==> config.mk <==
export PLATFORM = sky130hd
export DESIGN_NAME = dadda_product_accumulator
export DESIGN_NICKNAME = d
export VERILOG_FILES = /design/src/rtl/dadda_product_accumulator.sv
export SDC_FILE = /design/constraint.sdc
export NUM_CORES = 1
export LEC_CHECK = 0
export ABC_AREA = 1
export BUFFER_PORTS_ARGS = -buffer_cell sky130_fd_sc_hd__clkbuf_2
export CORE_MARGIN = 8
export CORE_UTILIZATION = 57
export DETAILED_ROUTE_END_ITERATION = 8
export PLACE_DENSITY_LB_ADDON = 0.25
export SYNTH_ARGS = -nofsm -noshare
export SYNTH_HDL_FRONTEND = slang
export SYNTH_SLANG_ARGS = --single-unit
==> constraint.sdc <==
create_clock -name clk -period 2.75 [get_ports clk]
set_clock_uncertainty 0.1 [all_clocks]
set_input_delay 0.4125 -clock clk [delete_from_list [all_inputs] [get_ports clk]]
set_output_delay 0.4125 -clock clk [all_outputs]
set_load 0.005 [all_outputs]
==> src/rtl/dadda_product_accumulator.sv <==
// Sums a stream of unsigned products into a guarded accumulator and holds each finished sum for a handshake.
// Optional build macro DADDA_ACC_SATURATE_EN: clamp the accumulator on carry-out instead of wrapping.
module dadda_product_accumulator #(
    parameter int N         = 16,
    parameter int G         = 8,
    parameter int MAX_TERMS = 256,
    parameter int CNT_W     = 9
) (
    input  logic                 clk,
    input  logic                 rst,
    input  logic                 in_valid,
    output logic                 in_ready,
    input  logic [2*N-1:0]       in_prod,
    input  logic                 in_last,
    output logic                 out_valid,
    input  logic                 out_ready,
    output logic [2*N+G-1:0]     acc_out,
    output logic [CNT_W-1:0]     term_cnt,
    output logic                 ovf,
    output logic                 forced
);
    localparam int ACC_W = 2*N+G;
    localparam int SUM_W = ACC_W+1;

    typedef enum logic {ACCUM, HOLD} state_t;

    state_t             state_q, state_d;
    logic [ACC_W-1:0]   acc_q, acc_d;
    logic [CNT_W-1:0]   cnt_q, cnt_d;
    logic               ovf_q, ovf_d;
    logic               forced_q, forced_d;

    logic [SUM_W-1:0]   sum;
    logic [CNT_W-1:0]   cnt_inc;
    logic               hit_max;

    // Extra top bit of sum is the carry out of the accumulator.
    assign sum     = {1'b0, acc_q} + SUM_W'(in_prod);
    assign cnt_inc = cnt_q + 1'b1;
    assign hit_max = (cnt_inc == CNT_W'(MAX_TERMS));

    always_comb begin
        state_d   = state_q;
        acc_d     = acc_q;
        cnt_d     = cnt_q;
        ovf_d     = ovf_q;
        forced_d  = forced_q;
        in_ready  = 1'b0;
        out_valid = 1'b0;
        case (state_q)
            ACCUM: begin
                in_ready = 1'b1;
                if (in_valid) begin
`ifdef DADDA_ACC_SATURATE_EN
                    acc_d = (sum[ACC_W] || ovf_q) ? '1 : sum[ACC_W-1:0];
`else
                    acc_d = sum[ACC_W-1:0];
`endif
                    cnt_d = cnt_inc;
                    ovf_d = ovf_q | sum[ACC_W];
                    if (in_last || hit_max) begin
                        state_d  = HOLD;
                        forced_d = hit_max && !in_last;
                    end
                end
            end
            HOLD: begin
                out_valid = 1'b1;
                if (out_ready) begin
                    state_d  = ACCUM;
                    acc_d    = '0;
                    cnt_d    = '0;
                    ovf_d    = 1'b0;
                    forced_d = 1'b0;
                end
            end
            default: state_d = ACCUM;
        endcase
    end

    always_ff @(posedge clk) begin
        if (rst) begin
            state_q  <= ACCUM;
            acc_q    <= '0;
            cnt_q    <= '0;
            ovf_q    <= 1'b0;
            forced_q <= 1'b0;
        end else begin
            state_q  <= state_d;
            acc_q    <= acc_d;
            cnt_q    <= cnt_d;
            ovf_q    <= ovf_d;
            forced_q <= forced_d;
        end
    end

    assign acc_out  = acc_q;
    assign term_cnt = cnt_q;
    assign ovf      = ovf_q;
    assign forced   = forced_q;
endmodule

==> out/results.tsv <==
stage	metric	value	unit
yosys	ys_async_sr_fraction	0	
cells_and_area	nNetsFinal	1061	
timing	setup_violations	0	
placed_design	post-place-ws	362.4	ps
critical_path	critPathBufInv	0	
clock_tree	clock_latency	320	ps
worst_hold_path	hp-class	primary input to flip-flop	
global_route	grt_pass1_vias	5287	
yosys	syn_area	0.004984	mm²
route	drtPass1Iterations	6	
timing	fin_tns_setup	0	ps
cells_and_area	fin_util	0.6558	
placed_design	placed_cells	1090	
yosys	ys_seq_area_frac	0.2089	
power_and_ir_drop	p_comb_frac	0.403	
worst_hold_path	hold-path-cell-count	4	
floorplan	die_h	109.5	µm
power_and_ir_drop	seq_power_share	0.375	
global_route	grt_usage	0.2445	
placed_design	dpl.hpwl	11430	µm
yosys	dominantRegCellSynth	dfxtp_1	
critical_path	r2r_end	acc_out[16]$_SDFFE_PP0P_	
route	via_count	5593	
critical_path	arrival	2320	ps
timing	fin_crit	2221	ps
clock_tree	cts_root_buf	clkbuf_8	
critical_path	crit_chain	ha_1 -> fa_1 -> nand2_1 -> nand3_1 -> nand3_1 -> nand2_2 -> nand2_1 -> nand2_2 -> or2_2 -> nand3_1 -> a21oi_1	
cells_and_area	layout-drive-gt1-share	0.1404	
timing	rsz0062_at_grt	no	
timing	relSlewSlack	0.6594	
route	wirelength	14210	µm
timing	fmax	450.2	MHz
clock_tree	cts_made_buffers	5	
critical_path	cp-end-kind	flip-flop	
global_route	antenna_found_initial	0	
yosys	netlist_instances	902	
route	drt_iter0_drc	418	
route	wire_per_inst	12.94	µm
route	drc	0	
yosys	synth-seq-cells	52	
clock_tree	cts_tree	yes	
worst_hold_path	min_to	forced$_SDFFE_PP0P_	
critical_path	worstSetupPathType	flip-flop to flip-flop	
yosys	syn_avg_cell_area	5.525	µm²
clock_tree	ctsHoldBuffers	0	
clock_tree	cts.clk_slew.worst_paths	120	ps
global_route	grt_max_degree	43	
floorplan	num_io_pins	90	
placed_design	port_buffers	89	
cells_and_area	final_cell_mix	nand2_1 (362), inv_1 (154), clkbuf_2 (89)	
cells_and_area	diodes	0	
floorplan	dieWidth	109.5	µm
critical_path	crit_path_start_kind	flip-flop	
clock_tree	cts_resized	0	
run	cap_violations	0	
critical_path	slowest_stage	fa_1	
power_and_ir_drop	peakVddDrop	0.0003284	V
timing	hold_viol	0	
clock_tree	cts_sinks	52	
floorplan	fp-row-count	34	
route	avgViaCountPerCell	5.094	
floorplan	die-area	0.01199	mm²
critical_path	crit_fanout	4	
power_and_ir_drop	p_per_area	407.6	mW/mm²
timing	period_share	0.8076	
route	ant_nets	0	
clock_tree	htreeDepth	2	
power_and_ir_drop	power.share.switching	0.4208	
floorplan	initial_core_util	0.5799	
power_and_ir_drop	leakage	3.138	nW
yosys	yosysWarnings	0	
critical_path	reg2reg_from	acc_out[0]$_SDFFE_PP0P_	
run_status	status	finished clean	
global_route	grt-ovfl-total	0	
cells_and_area	fill_cells	927	
yosys	synth_cell_types	35	
critical_path	reg2regPathDepth	11	
clock_tree	post_cts_buffers	0	
critical_path	crit_family	simple AND/OR/NAND/NOR gates	
critical_path	cpPeakStageDelay	440	ps
cells_and_area	area_growth	13.08	%
cells_and_area	final_common_cell	nand2_1	
yosys	syn-num-nets	974	
timing	drv_slew	0	
critical_path	path_common_cell	nand3_1	
timing	worst_slack	529.0	ps
timing	tightest_slew	510.8	ps
power_and_ir_drop	finalPower	0.002297	W
critical_path	cp_data_required_time	2850	ps
global_route	grt_pass1_wl	23900	µm
worst_hold_path	holdCritStartpoint	in_last	
critical_path	cp.depth	11	
placed_design	place_congestion	0.9742	
clock_tree	cts_buffer_depth	2	
floorplan	coreArea	0.008593	mm²
cells_and_area	layout.cells.non_filler	1098	
critical_path	regToRegSetupSlack	530	ps
power_and_ir_drop	internal_power	0.001330	W
power_and_ir_drop	p_clk_frac	0.223	
yosys	synth_edf_count	0	
power_and_ir_drop	p_sw	0.0009665	W
logic make-up after synthesis:
logic type               synth area share
flip-flops                         0.2089
buffers and inverters              0.1326
AND/OR/NAND/NOR                    0.4579
adder cells (fa/ha/maj)           0.08938
AO/OA/AOI/OAI                      0.1077
XOR/XNOR                         0.003516
cell type report:
type                            count  area [µm²]  share of cell area
Multi-Input combinational cell    677        3282              0.5824
Sequential cell                    52        1041              0.1847
Inverter                          159       596.8              0.1059
Timing Repair Buffer               94       483.0             0.08570
Tap cell                          108       135.1             0.02398
Clock buffer                        5       68.82             0.01221
Clock inverter                      3       28.78            0.005107
through the flow:
step | hold WS (ps) | instance area, µm²
after floorplan | 346.6 | 4984
after global placement | 341.7 | 5538
after detailed placement | 343.3 | 5538
after CTS | 260.2 | 5635
after global routing | 307.7 | 5635
final | 267.3 | 5635
worst max path at each step:
stage | from | to | slack, ps
finish | acc_out[0]$_SDFFE_PP0P_ | acc_out[16]$_SDFFE_PP0P_ | 530
global route | acc_out[0]$_SDFFE_PP0P_ | acc_out[18]$_SDFFE_PP0P_ | 300
CTS | acc_out[0]$_SDFFE_PP0P_ | acc_out[16]$_SDFFE_PP0P_ | 530
detailed placement | in_prod[0] | acc_out[16]$_SDFFE_PP0P_ | 360
global placement | in_prod[0] | acc_out[16]$_SDFFE_PP0P_ | 400
floorplan | in_prod[0] | acc_out[16]$_SDFFE_PP0P_ | 670
tightest hold or removal path: cells and delay by family:
kind,cells,cell delay (ps)
buffers and inverters,2,120
AOI/OAI and AO/OA,1,50
and+or+nand+nor,1,70
per-layer routing:
layer / global-route usage / routed length (µm) / part of all wire / up-vias
li1: - / - / - / 2968
met1: 0.3004 / 6191 / 0.44 / 2377
met2: 0.4203 / 6484 / 0.46 / 211
met3: 0.03869 / 1085 / 0.076 / 37
met4: 0.09065 / 451 / 0.032 / 0
met5: 0 / 0 / 0 / -
registers in the layout, summed over array words and instances, names as in the netlist:
| signal | count |
|---|---|
| term_cnt | 9 |
| ovf | 1 |
| forced | 1 |
| acc_out | 40 |
| state_q | 1 |
power groups by stage:
| stage | combinational [W] | sequential [W] | clock [W] |
|---|---|---|---|
| final | 0.000924 | 0.000861 | 0.000512 |
| after global routing | 0.00105 | 0.000871 | 0.000541 |
| after CTS | 0.000918 | 0.000861 | 0.000525 |
| after detailed placement | 0.000912 | 0.000878 | 0 |
| after global placement | 0.000904 | 0.000877 | 0 |
| after floorplan | 0.000643 | 0.000875 | 0 |
cell usage after synthesis (all sizes together), types with 2 or more instances:
master / n / area share
nand3b: 11 / 0.017
clkbuf: 5 / 0.0038
buf: 9 / 0.0090
or2: 4 / 0.0050
dfxtp: 52 / 0.21
nand3: 58 / 0.064
and2: 4 / 0.0050
o21bai: 2 / 0.0030
a21oi: 79 / 0.082
nor2: 71 / 0.058
ha: 34 / 0.085
nand4: 8 / 0.011
a21o: 2 / 0.0030
o21ai: 17 / 0.017
inv: 158 / 0.12
nand2: 372 / 0.29
nor3: 8 / 0.010
No activity file was read; power rests on OpenSTA's default activity.
